### src/rtl/instr_feeder.sv
// instr_feeder: steps a loadable program onto the 9-bit processor's DIN, one word per
// processor T0 (plus the mvi immediate at T1), pacing itself on the processor's Done.
module instr_feeder #(
  parameter int AW = 4
) (
  input  logic          Clock,
  input  logic          Resetn,
  input  logic          Start,
  input  logic          LoadEn,
  input  logic [AW-1:0] LoadAddr,
  input  logic [8:0]    LoadData,
  input  logic          Done,
  output logic [8:0]    Dout,
  output logic          Run,
  output logic          Busy,
  output logic          Halted,
  output logic          Err,
  output logic [7:0]    InstrCount
);

  localparam logic [8:0]    NOP  = 9'b000000000;
  localparam logic [AW-1:0] LAST = {AW{1'b1}};

  typedef enum logic [2:0] {IDLE, ISSUE, IMM, WAIT, HALT} state_t;

  state_t        state;
  logic [AW-1:0] pc;
  logic [8:0]    mem [0:(1<<AW)-1];
  logic          start_q;
  logic          start_pend;

  logic [8:0] word;
  logic       halt_op;
  logic       mvi_op;
  logic       trunc;
  logic       start_edge;

  assign word       = mem[pc];
  assign halt_op    = word[8];
  assign mvi_op     = (word[8:6] == 3'b001);
  assign trunc      = mvi_op && (pc == LAST);
  assign start_edge = Start && !start_q;

  // Program memory is only writable while no program is in flight.
  always_ff @(posedge Clock) begin
    if (LoadEn && (state == IDLE || state == HALT))
      mem[LoadAddr] <= LoadData;
  end

  // Halt markers and a truncated mvi are replaced by a NOP so the processor never sees them.
  always_comb begin
    Dout = NOP;
    Run  = 1'b0;
    case (state)
      ISSUE: begin
        Run = 1'b1;
        if (!halt_op && !trunc)
          Dout = word;
      end
      IMM, WAIT: begin
        Run  = 1'b1;
        Dout = word;
      end
      default: ;
    endcase
  end

  always_ff @(posedge Clock or negedge Resetn) begin
    if (!Resetn) begin
      state      <= IDLE;
      pc         <= '0;
      Busy       <= 1'b0;
      Halted     <= 1'b0;
      Err        <= 1'b0;
      InstrCount <= 8'd0;
      start_q    <= 1'b0;
      start_pend <= 1'b0;
    end else begin
      start_q <= Start;
      case (state)
        IDLE: begin
          // Done marks the end of a NOP, so the next cycle is a processor T0.
          if (Start && Done) begin
            pc    <= '0;
            Busy  <= 1'b1;
            state <= ISSUE;
          end
        end
        ISSUE: begin
          if (halt_op || trunc) begin
            Busy   <= 1'b0;
            Halted <= 1'b1;
            Err    <= trunc;
            state  <= HALT;
          end else if (mvi_op) begin
            pc    <= pc + AW'(1);
            state <= IMM;
          end else begin
            state <= WAIT;
          end
        end
        IMM, WAIT: begin
          if (Done) begin
            if (InstrCount != 8'hFF)
              InstrCount <= InstrCount + 8'd1;
            if (pc == LAST) begin
              Busy   <= 1'b0;
              Halted <= 1'b1;
              state  <= HALT;
            end else begin
              pc    <= pc + AW'(1);
              state <= ISSUE;
            end
          end
        end
        HALT: begin
          if ((start_edge || start_pend) && Done) begin
            pc         <= '0;
            Busy       <= 1'b1;
            Halted     <= 1'b0;
            Err        <= 1'b0;
            InstrCount <= 8'd0;
            start_pend <= 1'b0;
            state      <= ISSUE;
          end else if (start_edge) begin
            start_pend <= 1'b1;
          end
        end
        default: state <= IDLE;
      endcase
    end
  end

endmodule

### config.mk
export PLATFORM = sky130hd
export DESIGN_NAME = instr_feeder
export DESIGN_NICKNAME = d
export VERILOG_FILES = /design/src/rtl/instr_feeder.sv
export SDC_FILE = /design/constraint.sdc
export NUM_CORES = 1
export LEC_CHECK = 0
export CORE_MARGIN = 2
export CORE_UTILIZATION = 40
export CTS_BUF_LIST = sky130_fd_sc_hd__clkbuf_4 sky130_fd_sc_hd__clkbuf_8
export DETAILED_ROUTE_END_ITERATION = 10
export GPL_TIMING_DRIVEN = 0
export PLACE_DENSITY = 0.67
export SLEW_MARGIN = 20
export SYNTH_ARGS = -nofsm -noshare
export SYNTH_HDL_FRONTEND = slang
export SYNTH_SLANG_ARGS = --single-unit
### constraint.sdc
create_clock -name Clock -period 5.1 [get_ports Clock]
set_input_delay 0.51 -clock Clock [delete_from_list [all_inputs] [get_ports Clock]]
set_output_delay 0.51 -clock Clock [all_outputs]
set_load 0.005 [all_outputs]
; Word level (Yosys, flattened, before mapping)
; Memory sizes are Yosys's and may differ from the RTL's.
; Index checks and enable logic that the tools add are counted.
[word_totals]
reg_bits = 20
ramBits = 144
input_bits = 18
out_inout_bits = 21
elab_cells = 92
memories = 1
[memory_table]
columns = name, words, word_bits, rd, rd_clocked_by_memory_dff, write_ports, line
row1 = mem, 16, 9, 1, 0, 1, 28  ; logic [8:0] mem [0:(1<<AW)-1];
[classes]
add_sub_neg = 2
n_eq_ne = 16
n_mux = 38
n_reduce_logical = 27
[op_table]
columns = cell, n
row1 = $mux 4, 6
row2 = $mux 8, 3
row3 = $pmux 9 s2, 1
row4 = $mux 1, 16
row5 = $pmux 4 s4, 1
row6 = $pmux 8 s2, 1
row7 = $mux 3, 5
row8 = $ne 2x2->1 const B, 7
row9 = $pmux 3 s4, 1
row10 = $mux 9, 1
row11 = $add 8x1->8 const B, 1
row12 = $ne 8x8->1 const B, 1
row13 = $reduce_and 7->1, 1
row14 = $eq 3x1->1 const B, 2
row15 = $eq 3x2->1 const B, 2
row16 = $logic_and 1x1->1, 6
row17 = $reduce_and 3->1, 2
row18 = $reduce_and 6->1, 1
row19 = $reduce_bool 2->1, 3
row20 = $reduce_and 5->1, 1
row21 = $add 4x1->4 const B, 1
row22 = $eq 4x4->1 const B, 1
row23 = $ne 2x1->1 const B, 2
row24 = $pmux 1 s4, 1
row25 = other kinds (12), 16

; Logic depth before layout (Yosys ltp)
; An unclocked memory read counts as a cell.
[depth]
depth_word = 7
ltp_mapped = 8
mapped_depth_nobuf = 7

; Worst setup path before layout
; OpenSTA, ideal clock, no wires.
[synth_path]
kind = reg-to-output
start = reg pc[0]
end = out Dout[0]
arrival_time_ns = 2.107
required_time_ns = 4.590
setup_slack_ns = 2.483
stages_incl_launch_ff = 5
path_buffers = 1
path_cell_list = dfrtp_1 buf_1 mux4_2 mux4_2 nor2b_1
[synth_between]
elab_chain_cells = 7
word_cells_on_any_way = 9
cone_classes = eq/ne (2) / mux (2) / reduce/logical (4) / memory (1)
[synth_lines]
columns = element, line
row1 = start: declaration, 27  ; logic [AW-1:0] pc;
row2 = start signal: assignment, 96  ; pc <= pc + AW'(1);
row3 = start signal: assignment, 111  ; pc <= pc + AW'(1);
row4 = $mem_v2 16x9, -
row5 = $eq 3x1->1, 40  ; assign mvi_op = (word[8:6] == 3'b001);
row6 = $logic_and 1x1->1, 41  ; assign trunc = mvi_op && (pc == LAST);
row7 = $logic_not 1->1, 57  ; if (!halt_op && !trunc)
row8 = $logic_and 1x1->1, 57
row9 = $mux 9, 57
row10 = $pmux 9 s2 *, 54  ; case (state)
row11 = end: declaration, 13  ; output logic [8:0] Dout,
; Every way passes the cells marked *; elsewhere a longest branch is shown, timed or not.

; Final worst setup path
[layout_path]
start = reg pc[1]
end = out Dout[2]
; Same word-level chain as after synthesis.

==> results.toml <==
[outcome]
status = "completed"

[floorplan]
coreArea_um2 = 16500
initial_core_util = 0.407
rows = 47
dieArea_um2 = 17800
fp.dieH_um = 134
die_width_um = 134
io_pins = 39

[synthesis]
synth_seq_cells = 164
synth_fp_nets = 381
netlist_area_um2 = 6720
synth_edf_count = 144
synth_cells = 361
ys_seq_area_frac = 0.718
synth_warnings = 0
syn_area_per_cell_um2 = 18.6
yosysTopAreaCell = "edfxtp_1"
synthArstFlopShare = 0.122
ys_types = 58
ys_top_cells_by_area = "edfxtp_1, mux4_2, dfrtp_1"
synth_top_area_share = 0.644
synth-main-ff-cell = "edfxtp_1"

[route]
detail-route-antenna-nets = 0
drtPass1Iterations = 5
via_per_inst = 5.42
detailroute.via_count = 3548
drc_errors = 0
drt_wl_total_mm = 14.2
wl_per_cell_um = 21.6
m1WireLength_mm = 5.81
routed-wl-met3_um = 805
maxUsedRoutingLayer = "met4"
drt_first_iter_violations = 269
wl_met2_mm = 7.30

[critical_path]
worst_ep_arrival_time_ns = 3.54
critPathSlowestCell = "clkbuf_1"
cp.required_ns = 4.59
rrSetupSlack_ns = 2.52
critical-path-max-stage-delay_ns = 0.64
crit_top_cell = "mux4_2"
worstSetupEndpointType = "output pin"
rr_worst_depth = 4
critPathKind = "flop to output pin"
cp_max_fo = 10
worstPathCellList = "buf_6 > buf_4 > clkbuf_1 > mux4_2 > mux4_2 > nor2b_1 > clkdlybuf4s50_1"
worst_setup_path_start_kind = "flop"

[place]
gp_congestion = 0.822
dp_cells = 623
dpl.hpwl_mm = 9.31
portBuffers = 38

[sta]
hold_violations = 0
holdWs_ns = 0.487
worstMarginPinSlew_ns = 1.07
timing.final.max_slew_violations = 0
fmax_ghz = 0.247
max_slew_margin = 0.285
min_period_over_period = 0.794
rsz0062_at_grt = "no"
setup_viol = 0
fin_worst_skew_ns = 0.00906
fin_tns_setup_ns = 0
fin_crit_ns = 4.05

[final_layout]
area_growth_pct = 16.8
final_layout_size_suffix_gt1_frac = 0.241
diodes = 0
final_cell_mix = "edfxtp_1, mux4_2, clkdlybuf4s50_1, nor2_1, dfrtp_1"
fin_cells = 655
nNetsFinal = 442
final_common_cell = "edfxtp_1"
n_fill_cell = 1378

[cts]
cts_buffer_depth = 2
cts_tree = "done"
cts-root-buf = "clkbuf_8"
cts.sinks = 164
h-tree-depth = 4
cts-resized-gates = 0
clk_pin_slew_worst_paths_ns = 0.08
cts_hold_buffers = 0
postCtsSetupRepairBufs = 0
cts_buffers = 17
clk_latency_ns = 0.46

[global_route]
overflow = 0
antenna_found_initial = 0
grt_pass1_vias = 3664
grt_max_degree = 21
track_usage = 0.168
grt_pass1_wl_mm = 21.3

[power_and_ir_drop]
p_per_area_nw_per_um2 = 433
p_leak_nw = 2.54
peakVddDrop_v = 0.000225

[min_path]
holdCritPathClass = "flop to flop"
min_path_cells = 1

[job]
cap_viol_max_count = 0
==> metrics by stage <==
step / total power [mW] / utilization / instance area, um2 / setup WS (ns)
floorplan: 2.15 / - / 6720 / 2.48
global placement: 2.45 / 0.446 / 7370 / 1.50
detailed placement: 2.47 / 0.450 / 7440 / 1.49
CTS: 3.43 / 0.474 / 7840 / 0.952
global route: 3.55 / 0.475 / 7840 / 0.795
finish: 3.40 / 0.475 / 7840 / 1.05
==> where the power goes <==
group	switching (mW)	internal, mW	total, mW
sequential	0.0515	1.53	1.58
combinational	0.432	0.428	0.861
clock	0.510	0.448	0.959
total	0.994	2.40	3.40
==> final timing paths <==
path	startpoint	endpoint
worst min register to register	Halted$_DFFE_PN0P_	Halted$_DFFE_PN0P_
worst max register to register	state[1]$_DFFE_PN0P_	mem[4][6]$_DFFE_PP_
worst max-delay path	pc[1]$_DFFE_PN0P_	Dout[2]
worst min-delay path	Halted$_DFFE_PN0P_	Halted$_DFFE_PN0P_
min in group asynchronous	Resetn	state[1]$_DFFE_PN0P_
max in group asynchronous	Resetn	InstrCount[4]$_DFFE_PN0P_
==> cell families (layout without fill, tap and decap cells) <==
logic type	Yosys count	count (layout)	synth area share
flip-flops	164	164	0.718
AND/OR/NAND/NOR	84	84	0.0646
multiplexers	50	50	0.152
AO/OA/AOI/OAI	36	36	0.0406
buffers and inverters	19	93	0.0132
XOR/XNOR	6	6	0.00782
adder cells (fa/ha/maj)	2	2	0.00372
==> cells in the mapped netlist (all sizes together) (2+ instances only) <==
cell type	instances
a21o	2
nand3	8
buf	9
o211ai	4
or2	2
ha	2
mux2	6
nor3b	2
dfrtp	20
inv	6
mux4	40
nor2b	9
or3	2
nand4	2
and3	2
o221a	2
edfxtp	144
nor2	31
nor3	9
mux2i	4
o22ai	4
xnor2	4
nand2	9
clkbuf	3
nand2b	4
a22oi	2
o21ai	6
a21oi	6
xor2	2
==> registers in the layout (all words and copies together), names as in the netlist <==
signal	count
pc	4
Busy	1
start_pend	1
Halted	1
mem	144
InstrCount	8
state	3
start_q	1
Err	1
==> worst max-delay path, delay by kind of cell (launching register included) <==
kind,cells,cell delay (ns)
buffers and inverters,4,1.56
and+or+nand+nor,1,0.17
muxes,2,0.89
DFF,1,0.46
==> metal layers <==
layer	GRT usage	vias up
met5	0	-
met4	0.0561	0
met3	0.0460	17
met2	0.288	135
met1	0.207	1812
li1	-	1584
==> area by class of cell <==
| cell class | count | area, um2 | area share |
|---|---|---|---|
| flip-flops and latches | 164 | 4820 | 0.615 |
| multi-input cells | 178 | 1830 | 0.234 |
| repair buffers | 42 | 418 | 0.0533 |
| well taps | 220 | 275 | 0.0351 |
| clock buffers | 17 | 234 | 0.0298 |
| clock inverters | 15 | 169 | 0.0215 |
| plain buffers | 12 | 62.6 | 0.00798 |
| inverters | 7 | 26.3 | 0.00335 |
Power figures use the tool's default switching activity.
